===== config.mk =====
export PLATFORM = sky130hd
export DESIGN_NAME = alu_arbiter
export DESIGN_NICKNAME = d
export VERILOG_FILES = /design/src/rtl/alu_arbiter.sv
export SDC_FILE = /design/constraint.sdc
export NUM_CORES = 1
export LEC_CHECK = 0
export ABC_CLOCK_PERIOD_IN_PS = 2300
export CORE_MARGIN = 2
export CORE_UTILIZATION = 33
export DETAILED_ROUTE_END_ITERATION = 8
export PLACE_DENSITY = 0.69
export SLEW_MARGIN = 10
export SYNTH_ARGS = -nofsm -noshare
export SYNTH_HDL_FRONTEND = slang
export SYNTH_SLANG_ARGS = --single-unit

===== constraint.sdc =====
create_clock -name clk -period 2.3 [get_ports clk]
set_input_delay 0.345 -clock clk [delete_from_list [all_inputs] [get_ports clk]]
set_output_delay 0.345 -clock clk [all_outputs]
set_load 0.05 [all_outputs]

===== src/rtl/alu_arbiter.sv =====
// Round-robin arbiter sharing one ALU and its NZCV flags register between two requesters.
// Optional grant locking is compiled in with ALU_ARB_LOCK_EN.
module alu_arbiter #(
  parameter int WIDTH   = 12,
  parameter int TIMEOUT = 15
) (
  input  logic                  clk,
  input  logic                  rst_n,
  input  logic [1:0]            req_valid,
  input  logic [1:0][3:0]       req_opcode,
  input  logic [1:0][WIDTH-1:0] req_op1,
  input  logic [1:0][WIDTH-1:0] req_op2,
`ifdef ALU_ARB_LOCK_EN
  input  logic [1:0]            lock,
`endif
  output logic [1:0]            req_ready,
  output logic [1:0]            rsp_valid,
  output logic [WIDTH-1:0]      rsp_result,
  output logic                  rsp_err,
  output logic                  alu_start,
  output logic [3:0]            alu_opcode,
  output logic [WIDTH-1:0]      alu_op1,
  output logic [WIDTH-1:0]      alu_op2,
  input  logic [WIDTH-1:0]      alu_result,
  input  logic                  alu_done,
  output logic                  flags_load
);

  typedef enum logic [1:0] {IDLE, ISSUE, WAIT, WB} state_t;

  state_t     state;
  logic       ptr;
  logic       owner;
  logic       grant_id;
  logic       ptr_next;
  logic [8:0] wd_cnt;
  logic       wd_expire;

  // The counter is cleared as alu_start is launched, so expiry lands TIMEOUT+1
  // WAIT cycles later and the error response appears TIMEOUT+2 cycles after start.
  assign wd_expire = (wd_cnt == 9'(TIMEOUT + 1));

  always_comb begin
    grant_id = 1'b0;
    if (req_valid == 2'b11)
      grant_id = ptr;
    else if (req_valid[1])
      grant_id = 1'b1;
  end

`ifdef ALU_ARB_LOCK_EN
  // A held lock keeps the pointer on the owner; dropping req_valid lets the other side win.
  assign ptr_next = lock[owner] ? owner : ~owner;
`else
  assign ptr_next = ~owner;
`endif

  always_ff @(posedge clk or negedge rst_n) begin
    if (!rst_n) begin
      state      <= IDLE;
      ptr        <= 1'b0;
      owner      <= 1'b0;
      wd_cnt     <= '0;
      req_ready  <= '0;
      rsp_valid  <= '0;
      rsp_result <= '0;
      rsp_err    <= 1'b0;
      alu_start  <= 1'b0;
      alu_opcode <= '0;
      alu_op1    <= '0;
      alu_op2    <= '0;
      flags_load <= 1'b0;
    end else begin
      req_ready  <= '0;
      rsp_valid  <= '0;
      alu_start  <= 1'b0;
      flags_load <= 1'b0;
      case (state)
        IDLE: begin
          if (|req_valid) begin
            owner               <= grant_id;
            req_ready[grant_id] <= 1'b1;
            alu_opcode          <= req_opcode[grant_id];
            alu_op1             <= req_op1[grant_id];
            alu_op2             <= req_op2[grant_id];
            rsp_err             <= 1'b0;
            state               <= ISSUE;
          end
        end
        ISSUE: begin
          alu_start <= 1'b1;
          wd_cnt    <= '0;
          state     <= WAIT;
        end
        WAIT: begin
          wd_cnt <= wd_cnt + 9'd1;
          // Completion takes priority over a watchdog expiring in the same cycle.
          if (alu_done) begin
            rsp_result       <= alu_result;
            rsp_err          <= 1'b0;
            rsp_valid[owner] <= 1'b1;
            flags_load       <= 1'b1;
            state            <= WB;
          end else if (wd_expire) begin
            rsp_result       <= '0;
            rsp_err          <= 1'b1;
            rsp_valid[owner] <= 1'b1;
            state            <= WB;
          end
        end
        WB: begin
          ptr   <= ptr_next;
          state <= IDLE;
        end
        default: state <= IDLE;
      endcase
    end
  end

endmodule


Yosys cells after proc, flatten, opt, wreduce, memory -nomap -nowiden

Cells that the tools add are included.

Flip-flop bits (word level): 60
Input port bits: 73
Output and inout bits: 47
Logic and storage cells: 68

Add/subtract/negate cells: 1
Magnitude comparators: 4
Eq/ne operators: 7
Multiplexer cells: 31
Bitwise gates (word level): 1
Reductions and logical operators: 11

Operators with widths:

| kind                | number |
|---|---|
| $mux 12             | 6 |
| $pmux 9 s2          | 1 |
| $mux 2              | 8 |
| $mux 1              | 10 |
| $add 9x1->9 const B | 1 |
| $eq 9x5->1 const B  | 1 |
| $mux 4              | 2 |
| $pmux 2 s4          | 1 |
| $eq 2x2->1 const B  | 3 |
| $reduce_and 2->1    | 3 |
| $reduce_bool 2->1   | 3 |
| $lt 1x2->1 const B  | 2 |
| $ne 3x3->1 const B  | 1 |
| $reduce_and 3->1    | 1 |
| $demux 1 s1         | 2 |
| $eq 2x1->1 const B  | 1 |
| $ge 1x1->1 const B  | 2 |
| $logic_and 1x1->1   | 2 |
| $logic_not 2->1     | 1 |
| $ne 2x2->1 const B  | 1 |
| $pmux 1 s2          | 1 |
| $reduce_or 2->1     | 1 |
| $not 1->1           | 1 |

Logic depth before layout (Yosys ltp)

Gate-level depths: netlist of run 1.

Depth after elaboration: 8
Gate-level depth with buffers: 6
Gate-level depth less buffers: 5

Worst setup path before layout of run 1

No wires, ideal clock.

Kind: flip-flop to flip-flop
From: reg state[0]
To: reg state[1]
Setup time: 0.146 ns
Data arrival time: 1.473 ns
Setup slack: 0.681 ns
Cell stages (with the launch flop): 6
Path buffers: 0
Period minus slack after synthesis: 1.619 ns
Cells stage by stage: dfrtp_1 > inv_1 > ha_1 > or3b_2 > a31oi_1 > o311ai_0

Longest elaborated chain between the ends: 3
Elaborated cells between the ends (all ways): 8

Ends and longest elaborated chain:

| what                                                      | RTL line | RTL |
|---|---|---|
| start: declaration                                        | 31       | `state_t state;` |
| start signal: assignment                                  | 60       | `state <= IDLE;` |
| start signal: assignment                                  | 87       | `state <= ISSUE;` |
| start signal: assignment                                  | 93       | `state <= WAIT;` |
| $eq 2x2->1 or $logic_not 2->1 (tied branches)             | 78       | `case (state)` |
| $ne 3x3->1 (no source line) or $ne 2x2->1 (tied branches) | -        |  |
| $reduce_and 2->1 (no source line)                         | -        |  |

Several ways; a longest one is shown, not always the timed one.
A chain may end at the register's enable or synchronous reset.

Final worst setup path of run 1

From: reg state[0]
To: reg wd_cnt[7]

Longest elaborated chain between the ends: 2
Elaborated cells between the ends (all ways): 4

Ends and longest elaborated chain:

| what                                            | RTL line | RTL |
|---|---|---|
| $eq 2x2->1 or $eq 2x1->1 (tied branches)        | 78       |  |
| $pmux 9 s2 or $reduce_bool 2->1 (tied branches) | -        |  |
| end signal: assignment                          | 96       | `wd_cnt <= wd_cnt + 9'd1;` |
| end: declaration                                | 36       | `logic [8:0] wd_cnt;` |

Several ways; a longest one is shown, not always the timed one.

==> results.py, run 1 <==
metrics = {
    "critical_path": {
        "timing.rr.end": "wd_cnt[7]$_DFFE_PN0P_",
        "r2r_cells": 5,
        "rr_startpoint": "state[0]$_DFFE_PN0P_",
        "start_kind": "flop",
        "cp.arrival_ns": 2.23,
        "critPathMaxStageDelay_ns": 0.53,
        "crit_cells": 5,
        "cp_top_family": "simple AND/OR/NAND/NOR gates",
        "cp.required_ns": 2.54,
        "crit_chain": "inv_1 -> ha_1 -> nand3_1 -> or4_1 -> a21boi_0",
        "worst_path_max_delay_cell": "ha_1",
        "startpoint": "state[0]$_DFFE_PN0P_",
        "worstSetupPathType": "flop to flop",
        "endpoint": "wd_cnt[7]$_DFFE_PN0P_",
        "cp_max_fo": 14,
        "regToRegSetupSlack_ns": 0.31,
        "path_buf_inv": 1,
        "crit_path_end_kind": "flop",
    },
    "power": {
        "vdd_drop_max_mv": 0.602,
        "switching_share_pct": 48.1,
        "internal_power_uw": 3180,
        "seqPwrFrac_pct": 28.5,
        "p_clk_share_pct": 13.3,
        "pwr_density_cell_mw_per_mm2": 1380,
        "power_frac_comb_pct": 58.3,
        "p_leak_uw": 0.00170,
        "p_switching_uw": 2950,
    },
    "drt": {
        "dr.pass1.iters": 5,
        "wire_per_inst_um": 15.9,
        "drt_wl_total_um": 8260,
        "ant_nets": 0,
        "num_vias": 2784,
        "avgViaCountPerCell": 5.34,
        "remaining_drc_errors": 0,
        "drt_iter0_drc": 80,
    },
    "timing": {
        "period_minus_slack_ns": 1.99,
        "rsz0062_at_grt": "no",
        "fin_crit_sh_pct": 86.4,
        "worst_pin_slew_ns": 0.616,
        "fin_worst_skew_ns": 0.0116,
        "finalSetupViolCount": 0,
        "fmax_mhz": 503,
        "max-slew-margin-rel_pct": 58.7,
        "drv_slew": 0,
        "finalHoldViolations": 0,
        "setup-tns-final_ns": 0,
    },
    "global_routing": {
        "use_met1_pct": 23.4,
        "first_global_vias": 2804,
        "use_met3_pct": 4.58,
        "grtUsageTotal_pct": 17.4,
        "grt_max_degree": 49,
        "gr-usage-met2_pct": 27.4,
        "grt.busiest_layer": "met2",
        "gr-total-overflow": 0,
        "grt_pass1_wl_um": 13700,
        "antenna_found_initial": 0,
    },
    "floorplanning": {
        "die_w_um": 98.4,
        "rows": 34,
        "start_util_pct": 33.9,
        "core_mm2": 0.00868,
        "num_io_pins": 120,
        "chipHeight_um": 98.4,
        "dieArea_mm2": 0.00968,
    },
    "synth": {
        "ys_ff_latch": 60,
        "syn_inst": 290,
        "syn_nets": 370,
        "synth_cell_type_count": 38,
        "synth_area_mm2": 0.00294,
        "ys_warn_count": 0,
        "seq_area_frac_synth_pct": 51.1,
        "postSynthAreaPerCell_um2": 10.1,
    },
    "finish": {
        "final_area_mm2": 0.00444,
        "drive_gt1_share_pct": 7.02,
        "layout_commonest_cell": "clkdlybuf4s50_1",
        "nets": 488,
        "num_antenna_cells": 0,
        "areaGrowthSynthToFinish_pct": 51.0,
        "instances_no_fill": 521,
        "layout_common_cells": "clkdlybuf4s50_1 (118), dfrtp_1 (60), o21ai_0 (31)",
        "fillCellCount": 805,
    },
    "placement": {
        "placed_cells": 505,
        "gp_congestion": 0.800,
        "dpl.hpwl_um": 5850,
        "place_area_mm2": 0.00427,
        "port_buffers": 119,
    },
    "clocking": {
        "clock_sinks": 60,
        "post_cts_resize_count": 0,
        "clock_latency_ns": 0.33,
        "post_cts_buffers": 0,
        "clk_pin_slew_ns": 0.08,
        "cts_max_level": 3,
        "cts_tree": "done",
        "cts_buffer_depth": 2,
        "clockRootBuffer": "clkbuf_8",
        "cts_buffers": 9,
        "hold_buffers": 0,
    },
    "min_path": {
        "hp-class": "primary input to asynchronous set/reset pin",
    },
    "run_status": {
        "status": "finished, final reports clean",
    },
    "job": {
        "maxCapViolations": 0,
    },
}
## sequential cells by signal (all words and copies together), names as in the netlist
register	flops
alu_op1	12
alu_op2	12
rsp_result	12
wd_cnt	9
alu_opcode	4
req_ready	2
rsp_valid	2
state	2
alu_start	1
flags_load	1
owner	1
ptr	1
rsp_err	1
## logic make-up (layout without fill, tap and decap cells)
kind of cell	after synthesis	in the layout	share of synthesized area, %
AO/OA/AOI/OAI	115	115	27.0
flip-flops	60	60	51.1
buffers and inverters	32	155	4.43
multiplexers	1	1	0.340
adder cells (fa/ha/maj)	7	7	2.98
AND/OR/NAND/NOR	75	75	14.2
## worst min-delay path by stage
stage                      from                      to  depth (start not counted)
after global placement    rst_n  alu_op2[1]$_DFFE_PN0P_                          1
after global routing      rst_n  alu_op2[1]$_DFFE_PN0P_                          1
after CTS                 rst_n  alu_op2[1]$_DFFE_PN0P_                          1
after floorplan           rst_n  alu_op1[0]$_DFFE_PN0P_                          0
after detailed placement  rst_n  alu_op2[1]$_DFFE_PN0P_                          1
final                     rst_n  alu_op2[3]$_DFFE_PN0P_                          1
## power groups by stage
stage,registers (uW),clock network [uW],logic (uW)
global route,1810,890,3810
floorplan,2980,0,1110
CTS,1740,838,3600
finish,1740,812,3570
detailed placement,1750,0,3600
global placement,1740,0,3520
## per-layer routing
layer  vias to the layer above  share of wire [%]
met5                         -                  0
met4                         0                1.1
met3                         7                7.7
met2                       106                 47
met1                      1348                 44
li1                       1323                  -
## layout make-up
| cell class | count | area (um2) | area share [%] |
|---|---|---|---|
| well taps | 108 | 135 | 3.04 |
| inverters | 10 | 37.5 | 0.846 |
| multi-input cells | 198 | 1310 | 29.5 |
| clock inverters | 5 | 38.8 | 0.874 |
| clock buffers | 11 | 131 | 2.96 |
| flip-flops and latches | 60 | 1500 | 33.8 |
| repair buffers | 129 | 1290 | 29.0 |
## synthesized netlist by cell type
library cell | n | area share [%]
a211oi_1 | 3 | 0.77
a21boi_0 | 4 | 1.0
a21o_1 | 1 | 0.26
a21oi_1 | 2 | 0.34
a21oi_2 | 1 | 0.30
a221o_1 | 16 | 5.4
a31oi_1 | 26 | 5.5
and2_0 | 1 | 0.21
and2_1 | 5 | 1.1
and4bb_2 | 1 | 0.43
buf_1 | 2 | 0.26
buf_2 | 2 | 0.34
buf_6 | 1 | 0.38
clkbuf_1 | 17 | 2.2
dfrtp_1 | 60 | 51
ha_1 | 7 | 3.0
inv_1 | 10 | 1.3
mux2i_1 | 1 | 0.34
nand2_1 | 4 | 0.51
nand2b_1 | 4 | 0.85
nand3_1 | 5 | 0.85
nand3b_1 | 1 | 0.26
nand4_1 | 2 | 0.43
nor2_1 | 26 | 3.3
nor2b_1 | 13 | 2.8
nor3_1 | 3 | 0.51
nor3b_1 | 2 | 0.51
nor4_4 | 1 | 0.72
nor4bb_1 | 1 | 0.34
o211ai_1 | 26 | 6.6
o21a_1 | 1 | 0.26
o21ai_0 | 31 | 5.3
o2bb2ai_1 | 1 | 0.30
o311ai_0 | 2 | 0.60
o31ai_1 | 1 | 0.26
or3_1 | 3 | 0.64
or3b_2 | 1 | 0.30
or4_1 | 2 | 0.51
## per-stage QoR
step           worst slack (ns)  power, uW  utilization, %  hold WS (ns)
6_report                  0.312       6130            51.2       0.00166
5_1_grt                  0.0906       6510            51.2        0.0358
4_1_cts                   0.318       6180            51.2       0.00834
3_5_place_dp              0.344       5350            49.2         0.380
3_3_place_gp              0.389       5270            49.2         0.375
2_1_floorplan             0.681       4090               -        0.0494
Note: power is estimated with default switching activity, not from simulation.
==> run 2, diff against run 1 <==
--- a/config.mk
+++ b/config.mk
@@ -5,7 +5,7 @@
 export SDC_FILE = /design/constraint.sdc
 export NUM_CORES = 1
 export LEC_CHECK = 0
-export ABC_CLOCK_PERIOD_IN_PS = 2300
+export ABC_CLOCK_PERIOD_IN_PS = 2400
 export CORE_MARGIN = 2
 export CORE_UTILIZATION = 33
 export DETAILED_ROUTE_END_ITERATION = 8
==> constraint.sdc (replaced) <==
create_clock -name clk -period 2.4 [get_ports clk]
set_input_delay 0.36 -clock clk [delete_from_list [all_inputs] [get_ports clk]]
set_output_delay 0.36 -clock clk [all_outputs]
set_load 0.05 [all_outputs]
==> run 2 against run 1 <==
Against the previous run:
- global-route usage increased by 0.23 points
- total power down 2.4%
- critical endpoint unchanged
- die area is the same
- sequential power down 5%
- clock skew increased by 0.0052 ns
- critical path depth unchanged
==> results.py, run 2 (synthesis results as in run 1) <==
metrics = {
    "run_status": {
        "status": "finished, final reports clean",
    },
    "timing": {
        "setup-tns-final_ns": 0,
        "finalHoldViolations": 0,
        "worst_pin_slew_ns": 0.658,
        "period_minus_slack_ns": 1.95,
        "fmax_mhz": 513,
        "finalSetupViolCount": 0,
        "rsz0062_at_grt": "no",
        "fin_worst_skew_ns": 0.0168,
        "max-slew-margin-rel_pct": 56.2,
        "drv_slew": 0,
        "fin_crit_sh_pct": 81.2,
    },
    "placement": {
        "gp_congestion": 0.795,
        "port_buffers": 119,
        "placed_cells": 505,
        "dpl.hpwl_um": 5820,
    },
    "clocking": {
        "clock_sinks": 60,
        "cts_buffers": 9,
        "post_cts_buffers": 0,
        "clock_latency_ns": 0.33,
        "hold_buffers": 0,
        "cts_buffer_depth": 2,
        "cts_max_level": 3,
        "clockRootBuffer": "clkbuf_8",
        "clk_pin_slew_ns": 0.08,
        "post_cts_resize_count": 0,
        "cts_tree": "done",
    },
    "critical_path": {
        "path_buf_inv": 1,
        "worstSetupPathType": "flop to flop",
        "cp.required_ns": 2.65,
        "crit_path_end_kind": "flop",
        "start_kind": "flop",
        "crit_chain": "inv_1 -> ha_1 -> nand3_1 -> or4_1 -> a21boi_0",
        "cp_top_family": "simple AND/OR/NAND/NOR gates",
        "critPathMaxStageDelay_ns": 0.52,
        "worst_path_max_delay_cell": "ha_1",
        "cp_max_fo": 14,
        "cp.arrival_ns": 2.20,
    },
    "finish": {
        "layout_commonest_cell": "clkdlybuf4s50_1",
        "drive_gt1_share_pct": 7.51,
        "nets": 488,
        "num_antenna_cells": 0,
        "fillCellCount": 811,
        "instances_no_fill": 521,
        "layout_common_cells": "clkdlybuf4s50_1 (118), dfrtp_1 (60), o21ai_0 (31)",
        "top_regs": "alu_op1 (12), alu_op2 (12), rsp_result (12)",
        "ff_latch_area_mm2": 0.00150,
        "multiInputGateArea_mm2": 0.00131,
        "areaGrowthSynthToFinish_pct": 52.0,
    },
    "min_path": {
        "hp-class": "primary input to asynchronous set/reset pin",
    },
    "drt": {
        "drt_iter0_drc": 124,
        "avgViaCountPerCell": 5.35,
        "dr.pass1.iters": 4,
        "drt_wl_total_um": 8470,
        "ant_nets": 0,
        "wire_per_inst_um": 16.3,
        "remaining_drc_errors": 0,
        "num_vias": 2788,
    },
    "global_routing": {
        "grtUsageTotal_pct": 17.6,
        "antenna_found_initial": 0,
        "grt_max_degree": 49,
        "grt_pass1_wl_um": 13600,
        "gr-total-overflow": 0,
        "first_global_vias": 2769,
    },
    "floorplanning": {
        "die_w_um": 98.4,
        "core_mm2": 0.00868,
        "rows": 34,
        "chipHeight_um": 98.4,
        "num_io_pins": 120,
        "start_util_pct": 33.9,
        "dieArea_mm2": 0.00968,
    },
    "power": {
        "vdd_drop_max_mv": 0.674,
        "pwr_density_cell_mw_per_mm2": 1340,
        "p_leak_uw": 0.00172,
    },
    "job": {
        "maxCapViolations": 0,
    },
}
-- run 2: cell count changes in the layout (fill, tap and decap cells not counted) --
cell | before | now
inv_6 | 0 | 1
clkinv_2 | 1 | 2
clkinvlp_4 | 1 | 0
clkbuf_1 | 2 | 0
bufinv_16 | 0 | 1
-- run 2: cell type report --
type                    count  share of cell area, %
clock inverters             7                   1.68
flip-flops and latches     60                   33.6
multi-input cells         198                   29.3
well taps                 108                   3.02
repair buffers            129                   28.8
clock buffers               9                   2.77
inverters                  10                  0.840
-- run 2: power by group --
group | internal [uW] | switching (uW) | leakage, uW
combinational | 1240 | 2170 | 0.000913
clock | 484 | 428 | 0.000104
sequential | 1420 | 245 | 0.000708
-- run 2: worst register-to-register path, stage by stage, from the launching register on --
cell      delay [ns]
dfrtp_1         0.40
inv_1           0.11
ha_1            0.52
nand3_1         0.18
or4_1           0.49
a21boi_0        0.17
-- run 2: worst paths after layout --
path | end | start | slack [ns] | depth (start not counted)
min in group clk | rsp_valid[0]$_DFF_PN0_ | owner$_DFFE_PN0P_ | 0.49 | 1
min | alu_op2[1]$_DFFE_PN0P_ | rst_n | 0.02 | 1
max reg2reg | wd_cnt[7]$_DFFE_PN0P_ | state[0]$_DFFE_PN0P_ | 0.45 | 5
min reg2reg | rsp_valid[0]$_DFF_PN0_ | owner$_DFFE_PN0P_ | 0.49 | 1
max | wd_cnt[7]$_DFFE_PN0P_ | state[0]$_DFFE_PN0P_ | 0.45 | 5
max in group asynchronous | wd_cnt[5]$_DFFE_PN0P_ | rst_n | 1.77 | 2
-- run 2: layer usage --
layer / global-route usage, % / vias up / wire length, um
li1: - / 1328 / -
met3: 5.23 / 4 / 540
met5: 0 / - / 0
met2: 27.3 / 91 / 4020
met1: 23.8 / 1365 / 3860
met4: 5.58 / 0 / 44
-- run 2: stage by stage --
stage               hold slack [ns]  util [%]  worst slack [ns]  area (um2)  total power [uW]
floorplan                    0.0644         -             0.781        2940              3920
CTS                          0.0178      51.5             0.438        4470              6030
detailed placement            0.394      49.2             0.464        4270              5100
finish                       0.0183      51.5             0.451        4470              5980
global placement              0.403      49.2             0.494        4270              5040
global route                 0.0474      51.5             0.253        4470              6340
==> run 3, diff against run 2 <==
--- a/config.mk
+++ b/config.mk
@@ -5,7 +5,7 @@
 export SDC_FILE = /design/constraint.sdc
 export NUM_CORES = 1
 export LEC_CHECK = 0
-export ABC_CLOCK_PERIOD_IN_PS = 2400
+export ABC_CLOCK_PERIOD_IN_PS = 1900
 export CORE_MARGIN = 2
 export CORE_UTILIZATION = 33
 export DETAILED_ROUTE_END_ITERATION = 8
==> constraint.sdc (replaced) <==
create_clock -name clk -period 1.9 [get_ports clk]
set_input_delay 0.285 -clock clk [delete_from_list [all_inputs] [get_ports clk]]
set_output_delay 0.285 -clock clk [all_outputs]
set_load 0.05 [all_outputs]
==> run 3 against run 2 <==
Against the previous run:
- final cell count is 1.7% higher
- worst setup slack worse by 0.37 ns
- non-clock buffer count grew 9
- largest cell class unchanged
- highest routed layer is now met3
- first-iteration DRC count decreased by 35%
- core utilization grew 0.66 points
- sequential share of layout area is 0.43 points lower
==> results.py, run 3 (synthesis results as in run 1) <==
metrics = {
    "run_status": {
        "status": "finished, final reports clean",
    },
    "finish": {
        "fillCellCount": 773,
        "layout_commonest_cell": "clkdlybuf4s50_1",
        "areaGrowthSynthToFinish_pct": 53.9,
        "nets": 497,
        "ff_latch_area_mm2": 0.00150,
        "top_regs": "alu_op1 (12), alu_op2 (12), rsp_result (12)",
        "drive_gt1_share_pct": 9.95,
        "num_antenna_cells": 0,
        "final_area_mm2": 0.00453,
        "layout_common_cells": "clkdlybuf4s50_1 (117), dfrtp_1 (60), o21ai_0 (31)",
        "multiInputGateArea_mm2": 0.00131,
    },
    "drt": {
        "ant_nets": 0,
        "remaining_drc_errors": 0,
        "avgViaCountPerCell": 5.25,
        "drt_iter0_drc": 81,
        "dr.pass1.iters": 4,
        "wire_per_inst_um": 15.7,
        "num_vias": 2784,
        "drt_wl_total_um": 8300,
    },
    "critical_path": {
        "cp.arrival_ns": 1.54,
        "cp_max_fo": 3,
        "cp_top_family": "buffers and inverters",
        "cp.required_ns": 1.62,
        "rr_startpoint": "state[0]$_DFFE_PN0P_",
        "crit_chain": "clkdlybuf4s50_1",
        "start_kind": "flop",
        "regToRegSetupSlack_ns": 0.11,
        "critPathMaxStageDelay_ns": 0.82,
        "worst_path_max_delay_cell": "clkdlybuf4s50_1",
        "worstSetupPathType": "flop to output port",
        "r2r_cells": 5,
        "crit_path_end_kind": "output port",
        "path_buf_inv": 1,
        "timing.rr.end": "wd_cnt[7]$_DFFE_PN0P_",
    },
    "placement": {
        "place_area_mm2": 0.00432,
        "place_ws_ns": 0.0213,
        "dpl.hpwl_um": 5900,
        "port_buffers": 119,
        "gp_congestion": 0.782,
    },
    "clocking": {
        "clock_sinks": 60,
        "cts_buffer_depth": 2,
        "clockRootBuffer": "clkbuf_8",
        "cts_tree": "done",
        "clock_latency_ns": 0.34,
        "cts_buffers": 9,
        "clk_pin_slew_ns": 0.08,
        "cts_max_level": 3,
    },
    "power": {
        "p_leak_uw": 0.00175,
        "p_clk_share_pct": 14.0,
        "vdd_drop_max_mv": 1.00,
        "power_frac_comb_pct": 58.1,
        "p_switching_uw": 3620,
        "pwr_density_cell_mw_per_mm2": 1670,
        "p_total_uw": 7560,
        "switching_share_pct": 47.9,
        "seqPwrFrac_pct": 27.9,
        "internal_power_uw": 3940,
    },
    "timing": {
        "worst_pin_slew_ns": 0.605,
        "drv_slew": 0,
        "fmax_mhz": 549,
        "max-slew-margin-rel_pct": 59.6,
        "period_minus_slack_ns": 1.82,
        "hold_ws_ns": 0.488,
        "setup_ws_ns": 0.0789,
        "fin_worst_skew_ns": 0.0157,
        "finalSetupViolCount": 0,
        "rsz0062_at_grt": "no",
        "finalHoldViolations": 0,
        "fin_crit_sh_pct": 95.8,
        "setup-tns-final_ns": 0,
    },
    "floorplanning": {
        "num_io_pins": 120,
        "rows": 34,
        "chipHeight_um": 98.4,
        "dieArea_mm2": 0.00968,
        "core_mm2": 0.00868,
        "die_w_um": 98.4,
        "start_util_pct": 33.9,
    },
    "job": {
        "maxCapViolations": 0,
    },
    "global_routing": {
        "grtUsageTotal_pct": 17.3,
        "grt_max_degree": 49,
        "antenna_found_initial": 0,
        "first_global_vias": 2811,
        "gr-total-overflow": 0,
        "grt_pass1_wl_um": 13700,
    },
    "min_path": {
        "hp-class": "primary input to asynchronous set/reset pin",
    },
}
[run 3: cell types whose count changed in the layout (fill, tap and decap cells not counted), sizes merged]
cell and change:
buf +9, bufinv -1, clkdlybuf4s50 -1, clkinv -4
clkinvlp +3, dlygate4sd3 +1, inv +2
[run 3: area by class of cell]
| type | instances | share of cell area (%) |
|---|---|---|
| Inverter | 10 | 0.829 |
| Sequential cell | 60 | 33.2 |
| Clock inverter | 7 | 1.33 |
| Tap cell | 108 | 2.99 |
| Multi-Input combinational cell | 198 | 29.0 |
| Clock buffer | 9 | 2.74 |
| Timing Repair Buffer | 138 | 29.9 |
[run 3: repair_timing]
| item | in CTS | in global routing |
|---|---|---|
| hold buffers | 1 | 0 |
| setup endpoints to repair | 0 | 4 |
| hold endpoints to repair | 23 | 0 |
| setup buffers | 0 | 1 |
| gates resized for setup | 0 | 2 |
[run 3: power by group through the flow]
| stage | sequential (uW) | clock [uW] | combinational [uW] |
|---|---|---|---|
| 2_1_floorplan | 3610 | 0 | 1350 |
| 3_3_place_gp | 2120 | 0 | 4300 |
| 3_5_place_dp | 2130 | 0 | 4380 |
| 4_1_cts | 2120 | 1100 | 4390 |
| 5_1_grt | 2190 | 1170 | 4690 |
| 6_report | 2110 | 1060 | 4400 |
[run 3: how the worst max path moves through the flow]
stage               slack, ns  depth (start not counted)                 startpoint                   endpoint
finish                   0.08                          1  rsp_result[0]$_DFFE_PN0P_              rsp_result[0]
global placement         0.07                          5               req_valid[1]    alu_op1[11]$_DFFE_PN0P_
detailed placement       0.02                          5               req_valid[1]  alu_opcode[2]$_DFFE_PN0P_
global route            0.002                          1  rsp_result[0]$_DFFE_PN0P_              rsp_result[0]
CTS                      0.05                          1  rsp_result[0]$_DFFE_PN0P_              rsp_result[0]
floorplan                0.28                          5       state[0]$_DFFE_PN0P_       state[1]$_DFFE_PN0P_
[run 3: through the flow]
step	std cells	utilization (%)
after floorplan	290	-
after global placement	512	49.8
after detailed placement	512	49.8
after CTS	529	52.0
after global routing	530	52.1
final	530	52.1
[run 3: metal layers]
layer / wire [um] / vias to the layer above / GRT usage (%)
met5: 0 / - / 0
met4: 0 / 0 / 3.58
met3: 576 / 0 / 5.37
met2: 3930 / 101 / 27.6
met1: 3790 / 1338 / 23.5
li1: - / 1345 / -
